[src/rtl/weighted_random_chooser_if.sv]
// Request/result bundle of the weighted random chooser: weights, seed control,
// start handshake and the selected segment with its error flag.
interface weighted_random_chooser_if #(
    parameter int N_ITEMS  = 4,
    parameter int WEIGHT_W = 8,
    parameter int LFSR_W   = 16
);
    localparam int IDX_W = (N_ITEMS > 1) ? $clog2(N_ITEMS) : 1;

    logic                          in_enable;
    logic                          in_seed_load;
    logic [LFSR_W-1:0]             in_seed;
    logic                          in_start;
    logic [N_ITEMS*WEIGHT_W-1:0]   in_weights;
    logic                          out_busy;
    logic                          out_valid;
    logic [IDX_W-1:0]              out_segment_number;
    logic                          out_error;

    modport master (
        output in_enable, in_seed_load, in_seed, in_start, in_weights,
        input  out_busy, out_valid, out_segment_number, out_error
    );

    modport slave (
        input  in_enable, in_seed_load, in_seed, in_start, in_weights,
        output out_busy, out_valid, out_segment_number, out_error
    );
endinterface

[src/rtl/weighted_random_chooser.sv]
// Picks one of N_ITEMS segments with probability weight/sum(weights) using a
// Galois LFSR, a rejection-sampled draw and a sequential cumulative scan.
module weighted_random_chooser #(
    parameter int              N_ITEMS   = 4,
    parameter int              WEIGHT_W  = 8,
    parameter int              LFSR_W    = 16,
    parameter logic [LFSR_W-1:0] LFSR_TAPS = 16'hB400,
    parameter int              MAX_RETRY = 3
) (
    input  logic                        in_clock,
    input  logic                        in_reset,
    weighted_random_chooser_if.slave    bus
);
    localparam int IDX_W = (N_ITEMS > 1) ? $clog2(N_ITEMS) : 1;
    localparam int SUM_W = WEIGHT_W + $clog2(N_ITEMS);
    localparam int ATT_W = (MAX_RETRY > 0) ? $clog2(MAX_RETRY + 1) : 1;

    typedef enum logic [2:0] {
        S_IDLE,
        S_SUM,
        S_DRAW,
        S_SCAN,
        S_DONE
    } state_e;

    state_e                            state_q;
    logic [LFSR_W-1:0]                 lfsr_q;
    logic [N_ITEMS-1:0][WEIGHT_W-1:0]  weights_q;
    logic [SUM_W-1:0]                  sum_q;
    logic [SUM_W-1:0]                  cum_q;
    logic [SUM_W-1:0]                  mask_q;
    logic [SUM_W-1:0]                  rnd_q;
    logic [IDX_W-1:0]                  idx_q;
    logic [IDX_W-1:0]                  seg_q;
    logic [ATT_W-1:0]                  att_q;
    logic                              busy_q;
    logic                              valid_q;
    logic                              error_q;

    logic [LFSR_W-1:0]                 lfsr_d;
    logic [SUM_W-1:0]                  w_cur;
    logic [SUM_W-1:0]                  sum_d;
    logic [SUM_W-1:0]                  cum_d;
    logic [SUM_W-1:0]                  tot_m1;
    logic [SUM_W-1:0]                  mask_d;
    logic [SUM_W-1:0]                  draw;
    logic [SUM_W-1:0]                  draw_fold;

    always_comb begin
        w_cur  = SUM_W'(weights_q[idx_q]);
        sum_d  = sum_q + w_cur;
        cum_d  = cum_q + w_cur;
        // Smearing (total-1) rightwards yields (next power of two >= total) - 1.
        tot_m1 = sum_d - SUM_W'(1);
        mask_d = '0;
        for (int unsigned b = 0; b < SUM_W; b++) begin
            mask_d[b] = |(tot_m1 >> b);
        end
        lfsr_d    = (lfsr_q >> 1) ^ (lfsr_q[0] ? LFSR_TAPS : '0);
        draw      = lfsr_d[SUM_W-1:0] & mask_q;
        draw_fold = draw - sum_q;
    end

    always_ff @(posedge in_clock) begin
        if (in_reset) begin
            state_q   <= S_IDLE;
            lfsr_q    <= LFSR_W'(1);
            weights_q <= '0;
            sum_q     <= '0;
            cum_q     <= '0;
            mask_q    <= '0;
            rnd_q     <= '0;
            idx_q     <= '0;
            seg_q     <= '0;
            att_q     <= '0;
            busy_q    <= 1'b0;
            valid_q   <= 1'b0;
            error_q   <= 1'b0;
        end else if (!bus.in_enable) begin
            // Frozen: a pending DONE pulse is re-issued on the next enabled cycle.
            valid_q <= 1'b0;
        end else begin
            valid_q <= 1'b0;
            case (state_q)
                S_IDLE: begin
                    if (bus.in_seed_load) begin
                        lfsr_q <= (bus.in_seed == '0) ? LFSR_W'(1) : bus.in_seed;
                    end else if (bus.in_start) begin
                        weights_q <= bus.in_weights;
                        sum_q     <= '0;
                        idx_q     <= '0;
                        busy_q    <= 1'b1;
                        state_q   <= S_SUM;
                    end
                end
                S_SUM: begin
                    sum_q <= sum_d;
                    if (idx_q == IDX_W'(N_ITEMS - 1)) begin
                        idx_q   <= '0;
                        cum_q   <= '0;
                        att_q   <= '0;
                        mask_q  <= mask_d;
                        state_q <= (sum_d == '0) ? S_DONE : S_DRAW;
                    end else begin
                        idx_q <= idx_q + IDX_W'(1);
                    end
                end
                S_DRAW: begin
                    lfsr_q <= lfsr_d;
                    if (draw < sum_q) begin
                        rnd_q   <= draw;
                        state_q <= S_SCAN;
                    end else if (att_q == ATT_W'(MAX_RETRY)) begin
                        // mask < 2*total, so the folded draw is always in range.
                        rnd_q   <= draw_fold;
                        state_q <= S_SCAN;
                    end else begin
                        att_q <= att_q + ATT_W'(1);
                    end
                end
                S_SCAN: begin
                    cum_q <= cum_d;
                    if (rnd_q < cum_d) begin
                        state_q <= S_DONE;
                    end else begin
                        idx_q <= idx_q + IDX_W'(1);
                    end
                end
                S_DONE: begin
                    valid_q <= 1'b1;
                    seg_q   <= idx_q;
                    error_q <= (sum_q == '0);
                    busy_q  <= 1'b0;
                    state_q <= S_IDLE;
                end
                default: state_q <= S_IDLE;
            endcase
        end
    end

    assign bus.out_busy           = busy_q;
    assign bus.out_valid          = valid_q;
    assign bus.out_segment_number = seg_q;
    assign bus.out_error          = error_q;
endmodule

[src/flat_wrapper.sv]
// flat-port wrapper written by rule: the top's interface ports become plain ports
module weighted_random_chooser_flat 
#(
    parameter int              N_ITEMS   = 4,
    parameter int              WEIGHT_W  = 8,
    parameter int              LFSR_W    = 16,
    parameter logic [LFSR_W-1:0] LFSR_TAPS = 16'hB400,
    parameter int              MAX_RETRY = 3
)
  (in_clock, in_reset, bus_in_enable, bus_in_seed_load, bus_in_seed, bus_in_start, bus_in_weights, bus_out_busy, bus_out_valid, bus_out_segment_number, bus_out_error);
  weighted_random_chooser_if #(.N_ITEMS(N_ITEMS), .WEIGHT_W(WEIGHT_W), .LFSR_W(LFSR_W)) bus_i ();
  input  logic in_clock;
  input  logic in_reset;
  input wire logic [$bits(bus_i.in_enable)-1:0] bus_in_enable;
  input wire logic [$bits(bus_i.in_seed_load)-1:0] bus_in_seed_load;
  input wire logic [$bits(bus_i.in_seed)-1:0] bus_in_seed;
  input wire logic [$bits(bus_i.in_start)-1:0] bus_in_start;
  input wire logic [$bits(bus_i.in_weights)-1:0] bus_in_weights;
  output wire logic [$bits(bus_i.out_busy)-1:0] bus_out_busy;
  output wire logic [$bits(bus_i.out_valid)-1:0] bus_out_valid;
  output wire logic [$bits(bus_i.out_segment_number)-1:0] bus_out_segment_number;
  output wire logic [$bits(bus_i.out_error)-1:0] bus_out_error;
  assign bus_i.in_enable = bus_in_enable;
  assign bus_i.in_seed_load = bus_in_seed_load;
  assign bus_i.in_seed = bus_in_seed;
  assign bus_i.in_start = bus_in_start;
  assign bus_i.in_weights = bus_in_weights;
  assign bus_out_busy = bus_i.out_busy;
  assign bus_out_valid = bus_i.out_valid;
  assign bus_out_segment_number = bus_i.out_segment_number;
  assign bus_out_error = bus_i.out_error;
  weighted_random_chooser #(.N_ITEMS(N_ITEMS), .WEIGHT_W(WEIGHT_W), .LFSR_W(LFSR_W), .LFSR_TAPS(LFSR_TAPS), .MAX_RETRY(MAX_RETRY)) u_core (.in_clock(in_clock), .in_reset(in_reset), .bus(bus_i));
endmodule
[config.mk]
export PLATFORM = sky130hd
export DESIGN_NAME = weighted_random_chooser_flat
export DESIGN_NICKNAME = d
export VERILOG_FILES = /design/src/rtl/weighted_random_chooser_if.sv /design/src/rtl/weighted_random_chooser.sv /design/src/flat_wrapper.sv
export SDC_FILE = /design/constraint.sdc
export NUM_CORES = 1
export LEC_CHECK = 0
export CORE_ASPECT_RATIO = 1.75
export CORE_MARGIN = 2
export CORE_UTILIZATION = 35
export DETAILED_ROUTE_END_ITERATION = 12
export PLACE_DENSITY = 0.58
export SYNTH_ARGS = -nofsm -noshare
export SYNTH_HDL_FRONTEND = slang
export SYNTH_SLANG_ARGS = --single-unit
export TNS_END_PERCENT = 50
[constraint.sdc]
create_clock -name in_clock -period 7.3 [get_ports in_clock]
set_clock_uncertainty 0.15 [all_clocks]
set_input_delay 1.825 -clock in_clock [delete_from_list [all_inputs] [get_ports in_clock]]
set_output_delay 1.825 -clock in_clock [all_outputs]
set_load 0.02 [all_outputs]
# Word-level counts from Yosys, hierarchy flattened
# Index checks and enable logic that the tools add are counted.
[op_classes] addsub=6 mul=0 n_div=0 n_lt_le_gt_ge=3 n_eq_ne=15 shift=0 mux=34 bitwise_logic=4 n_reduce_logical=32
[ops] op="two-way mux 10 bit" n=5
[ops] op="two-way mux 16 bit" n=3
[ops] op="one-hot mux 10 bit (2 select lines)" n=2
[ops] op="one-hot mux 16 bit (2 select lines)" n=1
[ops] op="two-way mux 3 bit" n=7
[ops] op="adder 10 x 8 -> 10 bit" n=2
[ops] op="logical NOT 10 bit" n=2
[ops] op="less-than comparator 10 bit" n=2
[ops] op="binary-select mux 8 bit (select 2 bit)" n=1
[ops] op="logical NOT 16 bit" n=1
[ops] op="bitwise XOR 15 x 16 -> 16 bit" n=1
[ops] op="two-way mux 2 bit" n=7
[ops] op="!= test 2 bit (second input constant)" n=6
[ops] op="one-hot mux 3 bit (4 select lines)" n=1
[ops] op="AND reduction 3 bit" n=4
[ops] op="AND reduction 4 bit" n=3
[ops] op="nonzero test 2 bit" n=6
[ops] op="AND 10 bit" n=1
[ops] op="AND reduction 5 bit" n=2
[ops] op="OR reduction 10 bit" n=1
[ops] op="subtractor 10 x 1 -> 10 bit (second input constant)" n=1
[ops] op="subtractor 10 bit" n=1
[ops] op="OR reduction 9 bit" n=1
[ops] op="two-way mux 8 bit" n=1
[ops] op="other kinds (24)" n=32
[totals] ff_bits=100 latch_bits=0 mem_bits_rw=0 mem_bits_ro=0 in_bits=53 n_memories=0

# Logic depth before layout (Yosys ltp)
[logic_depth] word_depth=7 mapped_depth=18 depth_no_buf=17

# Worst setup path after synthesis
# OpenSTA, ideal clock, no wires.
[synth_path] path_type="register -> register" startpoint="register u_core.idx_q[0]" endpoint="register u_core.state_q[1]" arrival_time_ns=4.299 required_time_ns=7.028 path_slack_ns=2.729 path_stages_with_launch=17 path_buffers=1 cell_sequence="dfxtp_1 > buf_1 > mux4_2 > ha_1 > fa_1 > a21o_1 > a21oi_1 > nor2b_1 > o21a_1 > o41ai_1 > xor2_1 > ha_1 > a211oi_1 > nor2_1 > a21oi_1 > o211ai_1 > o311a_1"
[synth_between] elab_chain_cells=7
[synth_lines] item="start, declared" line="weighted_random_chooser.sv:33" source="logic [IDX_W-1:0] idx_q;"
[synth_lines] item="start signal, assigned" line="weighted_random_chooser.sv:105" source="idx_q <= idx_q + IDX_W'(1);"
[synth_lines] item="start signal, assigned" line="weighted_random_chooser.sv:126" source="idx_q <= idx_q + IDX_W'(1);"
[synth_lines] item="parallel branches: the longest is 7 deep, another holds adder 10 x 8 -> 10 bit"
[synth_lines] item="end signal, assigned" line="weighted_random_chooser.sv:103" source="state_q <= (sum_d == '0) ? S_DONE : S_DRAW;"
[synth_lines] item="end, declared" line="weighted_random_chooser.sv:26" source="state_e state_q;"
# Parallel ways; which one is timed is not known. The select of a mux whose other input is x is not followed.
# A chain may end at the register's enable or synchronous reset.

# Worst setup path in the final report
# Ends and elaborated chain as after synthesis.

==> qor.csv <==
stage,metric,value,unit
status,status,"complete, no violations",
setup_path,CP Capture Type,flip-flop,
synthesis,register area share after synthesis,34.2,%
floorplan,chip height,175,um
placement,placed insts,960,
setup_path,Reg2Reg Capture Point,u_core.state_q[1]$_SDFFE_PP0P_,
clock_tree,number of post-CTS setup repair buffers,0,
routing,via/cell ratio,5.27,
routing,routed len/inst,16.4,um
synthesis,register bit total from synthesis,100,
clock_tree,clk root buf,clkbuf_16,
final_layout,post-layout instance area,6910,um2
timing,min Tclk post-route,5.14,ns
final_layout,Final Core Density,42.2,%
timing,final setup TNS,0,ns
timing,fin crit share,70.4,%
clock_tree,post-cts sizing count,0,
job,MaxCap Viol Count,0,
clock_tree,hold buffer count at CTS,0,
setup_path,cell class contributing the biggest share of worst-path delay,compound AO/OA/AOI/OAI gates,
clock_tree,CTS clock-pin slew for the worst setup and hold paths,0.08,ns
setup_path,arrival time worst endpoint,5.23,ns
setup_path,reg2reg path depth,15,
global_routing,pin count of the biggest net entering global routing,86,
timing,Final setup violation count,0,
setup_path,number of buffers and inverters on the critical path,0,
clock_tree,H-Tree Depth,3,
pwr,Pwr Total,1.26,mW
placement,Post-Place Setup Slack,2.19,ns
global_routing,number of global-route vias before repair,5285,
setup_path,WS Path Type,reg2reg,
clock_tree,CTS sink cnt,100,
timing,"Slew Viols, Final",0,
routing,highest metal used,met4,
timing,worst relative slew slack,26.6,%
synthesis,post-synth top area share,34.2,%
floorplan,initial core utilization,35.7,%
clock_tree,TritonCTS buffer count,9,
final_layout,layout cell share with drive strength beyond 1,8.24,%
floorplan,I/O pin count,58,
global_routing,global-route wire length before repair,26.5,mm
timing,hold slack,0.307,ns
synthesis,synth unique cells,64,
setup_path,crit start category,flip-flop,
placement,port bufs,57,
routing,met2 routed WL,8.71,mm
floorplan,die area,17800,um2
floorplan,core footprint,16400,um2
setup_path,Worst path max stage delay,0.76,ns
synthesis,asr flop ratio synth,0,%
clock_tree,Worst-Skew Late Latency,0.36,ns
min_path,hold endpoint,u_core.weights_q[3]$_SDFFE_PP0P_,
synthesis,"top cells by area, synth","dfxtp_1, ha_1, nand2_1",
global_routing,GRT Total Usage,18.8,%
pwr,PwrDens,182,nW/um2
clock_tree,Max Buffers Root-to-Sink,2,
min_path,Hold Crit Start,u_core.weights_q[3]$_SDFFE_PP0P_,
timing,post-route setup slack,2.16,ns
min_path,Hold Path Class,reg2reg,
floorplan,std cell rows,62,
timing,RSZ-0062 raised after global routing,false,
timing,final hold viol count,0,
placement,Final HPWL DP,12.4,mm
routing,total routed wirelength,16.0,mm
setup_path,R2R setup slack,2.16,ns
routing,WL met1,6.27,mm
global_routing,initial antenna violation count,0,
setup_path,CP max stage cell,dfxtp_1,
synthesis,post-synth top area cell,dfxtp_1,
synthesis,Post-Syn Area,5850,um2
routing,number of detailed-route iterations in the first pass,4,
synthesis,Post-synth EDFFs,0,
timing,worst slew pin tran,1.10,ns
setup_path,Worst EP required,7.39,ns
routing,Vias,5148,
pwr,Max rail drop VDD,0.000173,V
global_routing,GRT overflow,0,
routing,DR iter-0 viols,269,
setup_path,crit-path max FO,12,
final_layout,P&R area growth vs syn,18.3,%
placement,RD Place Congestion,0.904,
routing,DRC,0,
placement,post-place instance area,6610,um2
synthesis,Syn Inst Count,706,
routing,Final ANT Viol Nets,0,
final_layout,Final Net Count,842,
final_layout,final std cells w/o fill,976,
floorplan,Die Wd,102,um
setup_path,crit-path cells,"mux4_2, ha_1, fa_1, a21o_1, a21oi_1, nor2b_1, o21a_1, o41ai_1, xor2_1, ha_1, a211oi_1, nor2_1, a21oi_1, o211ai_1, o311a_1",
synthesis,net count after synthesis,801,
final_layout,# diodes,0,
synthesis,Synth Warn #,0,
pwr,leakage,2.58,nW
clock_tree,CTS tree,yes,
timing,Max Freq,195,MHz
setup_path,worst flop-to-flop path startpoint,u_core.idx_q[0]$_SDFFE_PP0P_,
synthesis,Most used DFF post-synth,dfxtp_1,
min_path,worst hold path depth,2,
synthesis,Avg Synthesized Cell Area,8.28,um2
routing,Met3 Routed Length,374,um
-- area by class of cell --
class / count / area (um2)
Inverter: 25 / 93.8
Clock inverter: 7 / 76.3
Fill cell: 1658 / 9450
Tap cell: 224 / 280
Timing Repair Buffer: 63 / 611
Multi-Input combinational cell: 548 / 3630
Sequential cell: 100 / 2000
Clock buffer: 9 / 225
-- synthesized netlist by cell type (3+ instances only) --
| cell type | count |
|---|---|
| a211oi_1 | 5 |
| a21o_1 | 6 |
| a21oi_1 | 67 |
| a221oi_1 | 7 |
| a22oi_1 | 10 |
| a311oi_1 | 12 |
| a31oi_1 | 6 |
| and2_1 | 10 |
| and3_1 | 3 |
| buf_1 | 3 |
| buf_2 | 3 |
| clkbuf_1 | 26 |
| dfxtp_1 | 100 |
| fa_1 | 3 |
| ha_1 | 39 |
| inv_1 | 25 |
| mux2_2 | 8 |
| mux2i_1 | 5 |
| mux4_2 | 8 |
| nand2_1 | 120 |
| nand2b_1 | 6 |
| nand3_1 | 9 |
| nand3b_1 | 4 |
| nor2_1 | 82 |
| nor2b_1 | 7 |
| nor3_1 | 16 |
| nor4_1 | 7 |
| o211ai_1 | 4 |
| o21a_1 | 7 |
| o21ai_0 | 22 |
| o41ai_1 | 3 |
| or3_1 | 4 |
| xnor2_1 | 14 |
| xor2_1 | 14 |
| xor2_2 | 4 |
-- tightest hold or removal path: stages, from the launching register on --
cell and delay, ns:
dfxtp_1 0.31, nand2_1 0.05, a21oi_1 0.05
-- cells by family (layout without fill, tap and decap cells) --
family | Yosys count | after routing | share of synthesized area, %
XOR/XNOR | 33 | 33 | 5.59
AO/OA/AOI/OAI | 173 | 173 | 20.0
AND/OR/NAND/NOR | 279 | 279 | 21.4
buffers and inverters | 58 | 104 | 3.85
flip-flops | 100 | 100 | 34.2
adder cells (fa/ha/maj) | 42 | 42 | 9.38
multiplexers | 21 | 21 | 5.48
-- cells in the final DEF (no fill, tap or decap), types with 3 or more instances in the layout --
cell and n:
inv_8 3, nor2_1 81, nand2_1 120, xor2_2 4, nand3b_1 4, nor4_1 7, clkbuf_16 9, and2_1 10
inv_1 25, or3_1 4, mux4_2 8, o21a_1 7, a221oi_1 7, nor3_1 15, a211oi_1 5, a21o_1 6
dfxtp_1 100, a22oi_1 10, a21oi_1 67, mux2i_1 5, a311oi_1 12, o41ai_1 3, ha_1 39, nand2b_1 6
nor2b_1 7, xnor2_1 14, nand3_1 9, and3_1 3, clkdlybuf4s50_1 56, fa_1 3, o21ai_0 22, xor2_1 14
o211ai_1 4, buf_4 6, mux2_2 8, a31oi_1 6
-- power by group --
part / switching, mW / total, mW / internal, mW
clock network: 0.242 / 0.486 / 0.244
registers: 0.0185 / 0.583 / 0.565
logic: 0.104 / 0.185 / 0.0808
-- worst max path at each step --
stage | depth (start not counted) | slack [ns] | endpoint | from
CTS | 15 | 2.16 | u_core.state_q[1]$_SDFFE_PP0P_ | u_core.idx_q[0]$_SDFFE_PP0P_
global route | 15 | 1.89 | u_core.state_q[1]$_SDFFE_PP0P_ | u_core.idx_q[0]$_SDFFE_PP0P_
floorplan | 16 | 2.73 | u_core.state_q[1]$_SDFFE_PP0P_ | u_core.idx_q[0]$_SDFFE_PP0P_
detailed placement | 15 | 2.19 | u_core.state_q[1]$_SDFFE_PP0P_ | u_core.idx_q[0]$_SDFFE_PP0P_
finish | 15 | 2.16 | u_core.state_q[1]$_SDFFE_PP0P_ | u_core.idx_q[0]$_SDFFE_PP0P_
global placement | 15 | 2.29 | u_core.state_q[1]$_SDFFE_PP0P_ | u_core.idx_q[0]$_SDFFE_PP0P_
-- per-layer routing --
layer / global-route usage (%) / vias up
li1: - / 2572
met1: 21.4 / 2445
met2: 34.2 / 105
met3: 2.36 / 26
met4: 8.45 / 0
met5: 0 / -
-- registers in the layout, summed over array words and instances, names as in the netlist --
name and flops:
u_core.mask_q 10, u_core.bus.out_segment_number 2, u_core.state_q 3, u_core.sum_q 10, u_core.bus.out_valid 1, u_core.weights_q 32
u_core.rnd_q 10, u_core.bus.out_error 1, u_core.bus.out_busy 1, u_core.att_q 2, u_core.idx_q 2, u_core.lfsr_q 16
u_core.cum_q 10
No activity file was read; power rests on OpenSTA's default activity.
